### src/rtl/countdown_timer.sv
// BCD mm:ss countdown timer: button-set duration, 1 Hz decrement, timed alarm at 00:00.
// IDLE/RUN/PAUSE/ALM control with all display and status outputs registered.
module countdown_timer #(
  parameter int unsigned ALARM_TICKS = 10
) (
  input  logic       CLK,
  input  logic       RST,
  input  logic       EN,
  input  logic       START,
  input  logic       CLR,
  input  logic       MINUP,
  input  logic       SECUP,
  output logic [2:0] MH,
  output logic [3:0] ML,
  output logic [2:0] SH,
  output logic [3:0] SL,
  output logic       RUNNING,
  output logic       ALARM
);

  localparam int unsigned CNT_W = $clog2(ALARM_TICKS + 1);

  typedef enum logic [1:0] {
    IDLE  = 2'd0,
    RUN   = 2'd1,
    PAUSE = 2'd2,
    ALM   = 2'd3
  } state_t;

  state_t           state;
  logic [CNT_W-1:0] ticks;

  logic [2:0] inc_mh, inc_sh, dec_mh, dec_sh;
  logic [3:0] inc_ml, inc_sl, dec_ml, dec_sl;
  logic       is_zero, is_one;

  // Mod-60 increments for the set buttons; minutes and seconds are independent.
  always_comb begin
    inc_sh = SH;
    inc_sl = SL + 4'd1;
    if (SL == 4'd9) begin
      inc_sl = 4'd0;
      inc_sh = (SH == 3'd5) ? 3'd0 : SH + 3'd1;
    end
    inc_mh = MH;
    inc_ml = ML + 4'd1;
    if (ML == 4'd9) begin
      inc_ml = 4'd0;
      inc_mh = (MH == 3'd5) ? 3'd0 : MH + 3'd1;
    end
  end

  // One-second BCD borrow chain; never applied at 00:00.
  always_comb begin
    dec_mh = MH;
    dec_ml = ML;
    dec_sh = SH;
    dec_sl = SL - 4'd1;
    if (SL == 4'd0) begin
      dec_sl = 4'd9;
      if (SH == 3'd0) begin
        dec_sh = 3'd5;
        if (ML == 4'd0) begin
          dec_ml = 4'd9;
          dec_mh = MH - 3'd1;
        end else begin
          dec_ml = ML - 4'd1;
        end
      end else begin
        dec_sh = SH - 3'd1;
      end
    end
  end

  assign is_zero = (MH == 3'd0) && (ML == 4'd0) && (SH == 3'd0) && (SL == 4'd0);
  assign is_one  = (MH == 3'd0) && (ML == 4'd0) && (SH == 3'd0) && (SL == 4'd1);

  always_ff @(posedge CLK or negedge RST) begin
    if (!RST) begin
      state   <= IDLE;
      ticks   <= '0;
      MH      <= 3'd0;
      ML      <= 4'd0;
      SH      <= 3'd0;
      SL      <= 4'd0;
      RUNNING <= 1'b0;
      ALARM   <= 1'b0;
    end else begin
      case (state)
        IDLE: begin
          if (CLR) begin
            MH <= 3'd0; ML <= 4'd0; SH <= 3'd0; SL <= 4'd0;
          end else if (START) begin
            if (!is_zero) begin
              state   <= RUN;
              RUNNING <= 1'b1;
            end
          end else begin
            if (SECUP) begin SH <= inc_sh; SL <= inc_sl; end
            if (MINUP) begin MH <= inc_mh; ML <= inc_ml; end
          end
        end

        RUN: begin
          if (CLR) begin
            MH <= 3'd0; ML <= 4'd0; SH <= 3'd0; SL <= 4'd0;
            state   <= IDLE;
            RUNNING <= 1'b0;
          end else if (START) begin
            state   <= PAUSE;
            RUNNING <= 1'b0;
          end else if (EN) begin
            MH <= dec_mh; ML <= dec_ml; SH <= dec_sh; SL <= dec_sl;
            if (is_one) begin
              state   <= ALM;
              ticks   <= '0;
              RUNNING <= 1'b0;
              ALARM   <= 1'b1;
            end
          end
        end

        PAUSE: begin
          if (CLR) begin
            MH <= 3'd0; ML <= 4'd0; SH <= 3'd0; SL <= 4'd0;
            state <= IDLE;
          end else if (START) begin
            if (is_zero) begin
              state <= IDLE;
            end else begin
              state   <= RUN;
              RUNNING <= 1'b1;
            end
          end else begin
            if (SECUP) begin SH <= inc_sh; SL <= inc_sl; end
            if (MINUP) begin MH <= inc_mh; ML <= inc_ml; end
          end
        end

        ALM: begin
          if (CLR || START) begin
            state <= IDLE;
            ALARM <= 1'b0;
          end else if (EN) begin
            ticks <= ticks + CNT_W'(1);
            if (ticks + CNT_W'(1) == CNT_W'(ALARM_TICKS)) begin
              state <= IDLE;
              ALARM <= 1'b0;
            end
          end
        end

        default: begin
          state   <= IDLE;
          RUNNING <= 1'b0;
          ALARM   <= 1'b0;
        end
      endcase
    end
  end

endmodule
### config.mk
export PLATFORM = sky130hd
export DESIGN_NAME = countdown_timer
export DESIGN_NICKNAME = d
export VERILOG_FILES = /design/src/rtl/countdown_timer.sv
export SDC_FILE = /design/constraint.sdc
export NUM_CORES = 1
export LEC_CHECK = 0
export BUFFER_PORTS_ARGS = -buffer_cell sky130_fd_sc_hd__buf_2
export CORE_AREA = 2 2 65 67
export CTS_BUF_LIST = sky130_fd_sc_hd__clkbuf_2
export DETAILED_ROUTE_END_ITERATION = 7
export DIE_AREA = 0 0 67 69
export PLACE_DENSITY = 0.68
export REMOVE_ABC_BUFFERS = 1
export SETUP_SLACK_MARGIN = 0.4
export SYNTH_ARGS = -nofsm -noshare
export SYNTH_HDL_FRONTEND = slang
export SYNTH_SLANG_ARGS = --single-unit
export TNS_END_PERCENT = 10
### constraint.sdc
create_clock -name CLK -period 5.4 [get_ports CLK]
set_input_delay 1.08 -clock CLK [delete_from_list [all_inputs] [get_ports CLK]]
set_output_delay 1.08 -clock CLK [all_outputs]
set_load 0.02 [all_outputs]
==> load_flow_metrics.sql <==
INSERT INTO impl_metrics (metric_group, metric, value, unit) VALUES
('run_status', 'run_status', 'finished clean', ''),
('route', 'avgRoutedWirePerCell', '16.3', 'um'),
('synthesis', 'postSynth.asyncResetShare', '100', '%'),
('sta', 'worst_slew_pin_slew', '0.918', 'ns'),
('worst_setup_path', 'launch_point_of_the_worst_reg_to_reg_path', 'state[0]', ''),
('sta', 'setup_repair_after_global_routing_missed_its_margin', 'false', ''),
('placed_design', 'io_buffers', '22', ''),
('min_path', 'hold_path.class', 'reg -> reg', ''),
('power_and_ir_drop', 'switchingPower', '450', 'uW'),
('power_and_ir_drop', 'power.clock.fraction', '7.8', '%'),
('power_and_ir_drop', 'internal-power', '429', 'uW'),
('worst_setup_path', 'critical_path.max_fanout', '17', ''),
('clock_network', 'tritoncts', 'done', ''),
('clock_network', 'clkSlewWorstSetupHoldPaths', '0.22', 'ns'),
('sta', 'max_freq', '371', 'MHz'),
('sta', 'setup_viol', '0', ''),
('sta', 'fin_worst_hold_slack', '0.615', 'ns'),
('clock_network', 'post_cts_hold_fix_bufs', '0', ''),
('route', 'ant_nets', '0', ''),
('clock_network', 'cts_root_buffer', 'clkbuf_2', ''),
('worst_setup_path', 'timing.setup.critical_path_class', 'in -> reg', ''),
('power_and_ir_drop', 'share_comb_of_total_power', '55.7', '%'),
('floorplanning', 'fp.dieArea', '4620', 'um^2'),
('sta', 'layout_min_cycle_time', '2.69', 'ns'),
('placed_design', 'globalplace.congestion', '0.867', ''),
('worst_setup_path', 'cp_data_arrival_time', '2.94', 'ns'),
('synthesis', 'synth_enable_flop_cells', '0', ''),
('clock_network', 'insertion_delay', '0.33', 'ns'),
('grt', 'grt_start_max_net_pins', '27', ''),
('worst_setup_path', 'cp-start-kind', 'primary input', ''),
('synthesis', 'yosys_register_bits', '22', ''),
('grt', 'via_count_of_the_first_global_routing_pass', '1593', ''),
('min_path', 'min-delay-start', 'RUNNING', ''),
('clock_network', 'htree_levels', '1', ''),
('synthesis', 'synth_area_per_cell', '8.86', 'um^2'),
('sta', 'final_max_slew_viol_count', '0', ''),
('clock_network', 'clockBufferDepth', '2', ''),
('worst_setup_path', 'cp-end-kind', 'register', ''),
('route', 'drt_pre_antenna_iters', '4', ''),
('route', 'wirelength', '4440', 'um'),
('clock_network', 'cts_setup_buffers', '0', ''),
('synthesis', 'yosysWarnings', '0', ''),
('floorplanning', 'core-area', '3910', 'um^2'),
('route', 'routed-wl-met3', '110', 'um'),
('worst_setup_path', 'cp-startpoint', 'CLR', ''),
('clock_network', 'clock_sink_count', '22', ''),
('synthesis', 'fraction_of_synthesized_cell_area_taken_by_the_top_area_cell_type', '29.5', '%'),
('floorplanning', 'die_height', '69', 'um'),
('cells_and_area', 'diodes', '0', ''),
('sta', 'setup-tns-final', '0', 'ns'),
('grt', 'grt_pass1_wl', '7690', 'um'),
('sta', 'hold_viol', '0', ''),
('synthesis', 'yosys-top-cells-area', 'dfrtp_1 (29%), ha_1 (9.4%), mux2i_1 (3.2%), inv_1 (2.8%), nor2_1 (2.6%)', ''),
('worst_setup_path', 'critPathMaxStageDelay', '0.76', 'ns'),
('power_and_ir_drop', 'vdd_ir_drop_max', '0.208', 'mV'),
('worst_setup_path', 'crit_path_top_delay_cell', 'a22oi_1', ''),
('cells_and_area', 'layout.nets', '246', ''),
('floorplanning', 'chipWidth', '67', 'um'),
('sta', 'finalClockSkew', '0.00354', 'ns'),
('route', 'drt_drc_violations_left', '0', ''),
('route', 'dr_wl_met2', '2060', 'um'),
('floorplanning', 'top_level_ports', '23', ''),
('power_and_ir_drop', 'pwr-share-seq', '36.5', '%'),
('synthesis', 'yosysTopAreaCell', 'dfrtp_1', ''),
('synthesis', 'instance_count_of_the_mapped_netlist', '211', ''),
('route', 'routed_via_density', '6.04', ''),
('placed_design', 'hpwl_reported_at_the_end_of_detailed_placement', '3160', 'um'),
('power_and_ir_drop', 'sw_frac_of_total', '51.2', '%'),
('cells_and_area', 'drive_gt1_share', '15.7', '%'),
('grt', 'antenna_found_initial', '0', ''),
('cells_and_area', 'synthToLayoutAreaGrowth', '6.22', '%');
## layout by cell type, fill, tap and decap left out, types with 4 or more instances in the layout
| master | Yosys | final |
|---|---|---|
| a31oi_1 | 7 | 7 |
| buf_2 | 6 | 22 |
| ha_1 | 14 | 14 |
| o21bai_1 | 4 | 4 |
| a21oi_1 | 7 | 7 |
| nor3_1 | 6 | 6 |
| dfrtp_1 | 22 | 22 |
| nor2b_1 | 5 | 5 |
| nand2b_1 | 4 | 4 |
| o2bb2ai_1 | 4 | 4 |
| o21ai_0 | 5 | 5 |
| o31ai_1 | 4 | 4 |
| o211ai_1 | 5 | 5 |
| inv_1 | 14 | 14 |
| nor4_1 | 4 | 4 |
| nand2_1 | 12 | 12 |
| mux2i_1 | 6 | 6 |
| nor2_1 | 13 | 13 |
## logic make-up after synthesis
logic type	count (synthesis)	share of synthesized area, %
AOI/OAI and AO/OA	66	26.9
and+or+nand+nor	72	22.6
DFF	22	29.5
buffers and inverters	28	6.83
muxes	8	4.42
xor gates and xnor gates	1	0.469
adders and majority gates	14	9.37
## power groups by stage
stage	logic (uW)	registers [uW]	clock network, uW
2_1_floorplan	305	357	0
3_3_place_gp	481	321	0
3_5_place_dp	485	324	0
4_1_cts	488	320	70.7
5_1_grt	546	337	78.0
6_report	490	321	68.3
## final timing paths
path / end / slack [ns] / depth (start not counted)
max reg2reg: SH[0] / 2.90 / 4
max: SH[0] / 2.71 / 5
max in group asynchronous: SL[2] / 4.38 / 1
min: RUNNING / 0.61 / 2
min in group asynchronous: MH[2] / 0.68 / 1
min reg2reg: RUNNING / 0.61 / 2
## cells in the mapped netlist (6+ instances only)
library cell  number
inv_1             14
mux2i_1            6
nor3_1             6
nor2_1            13
nand2_1           12
ha_1              14
buf_2              6
dfrtp_1           22
a21oi_1            7
a31oi_1            7
## area by class of cell
cell class | count | area, um^2
clock buffers | 3 | 15.0
fillers | 401 | 1930
inverters | 15 | 56.3
multi-input cells | 161 | 1190
flip-flops and latches | 22 | 551
well taps | 50 | 62.6
repair buffers | 22 | 110
## sequential cells by signal (all words and copies together) (netlist names)
name and count:
ML 4, SL 4, ticks 4, MH 3, SH 3, state 2, ALARM 1, RUNNING 1
## critical path: cells and delay by family
| family | cells | cell delay (ns) |
|---|---|---|
| buffers and inverters | 1 | 0.27 |
| and+or+nand+nor | 1 | 0.29 |
| AOI/OAI and AO/OA | 2 | 0.94 |
| muxes | 1 | 0.34 |
## routing by layer
layer / vias to the layer above / global-route usage (%)
met5: - / 0
met4: 0 / 4.31
met3: 4 / 1.96
met2: 25 / 32.6
met1: 793 / 30.3
li1: 828 / -
## stage by stage
step	power (uW)	worst slack [ns]	area (um^2)	util (%)	std cells
2_1_floorplan	662	2.99	1800	-	198
3_3_place_gp	802	2.43	1970	50.4	270
3_5_place_dp	809	2.32	1970	50.4	270
4_1_cts	879	2.71	1990	50.7	273
5_1_grt	960	2.55	1990	50.7	273
6_report	880	2.71	1990	50.7	273
(Power assumes the default switching activity.)
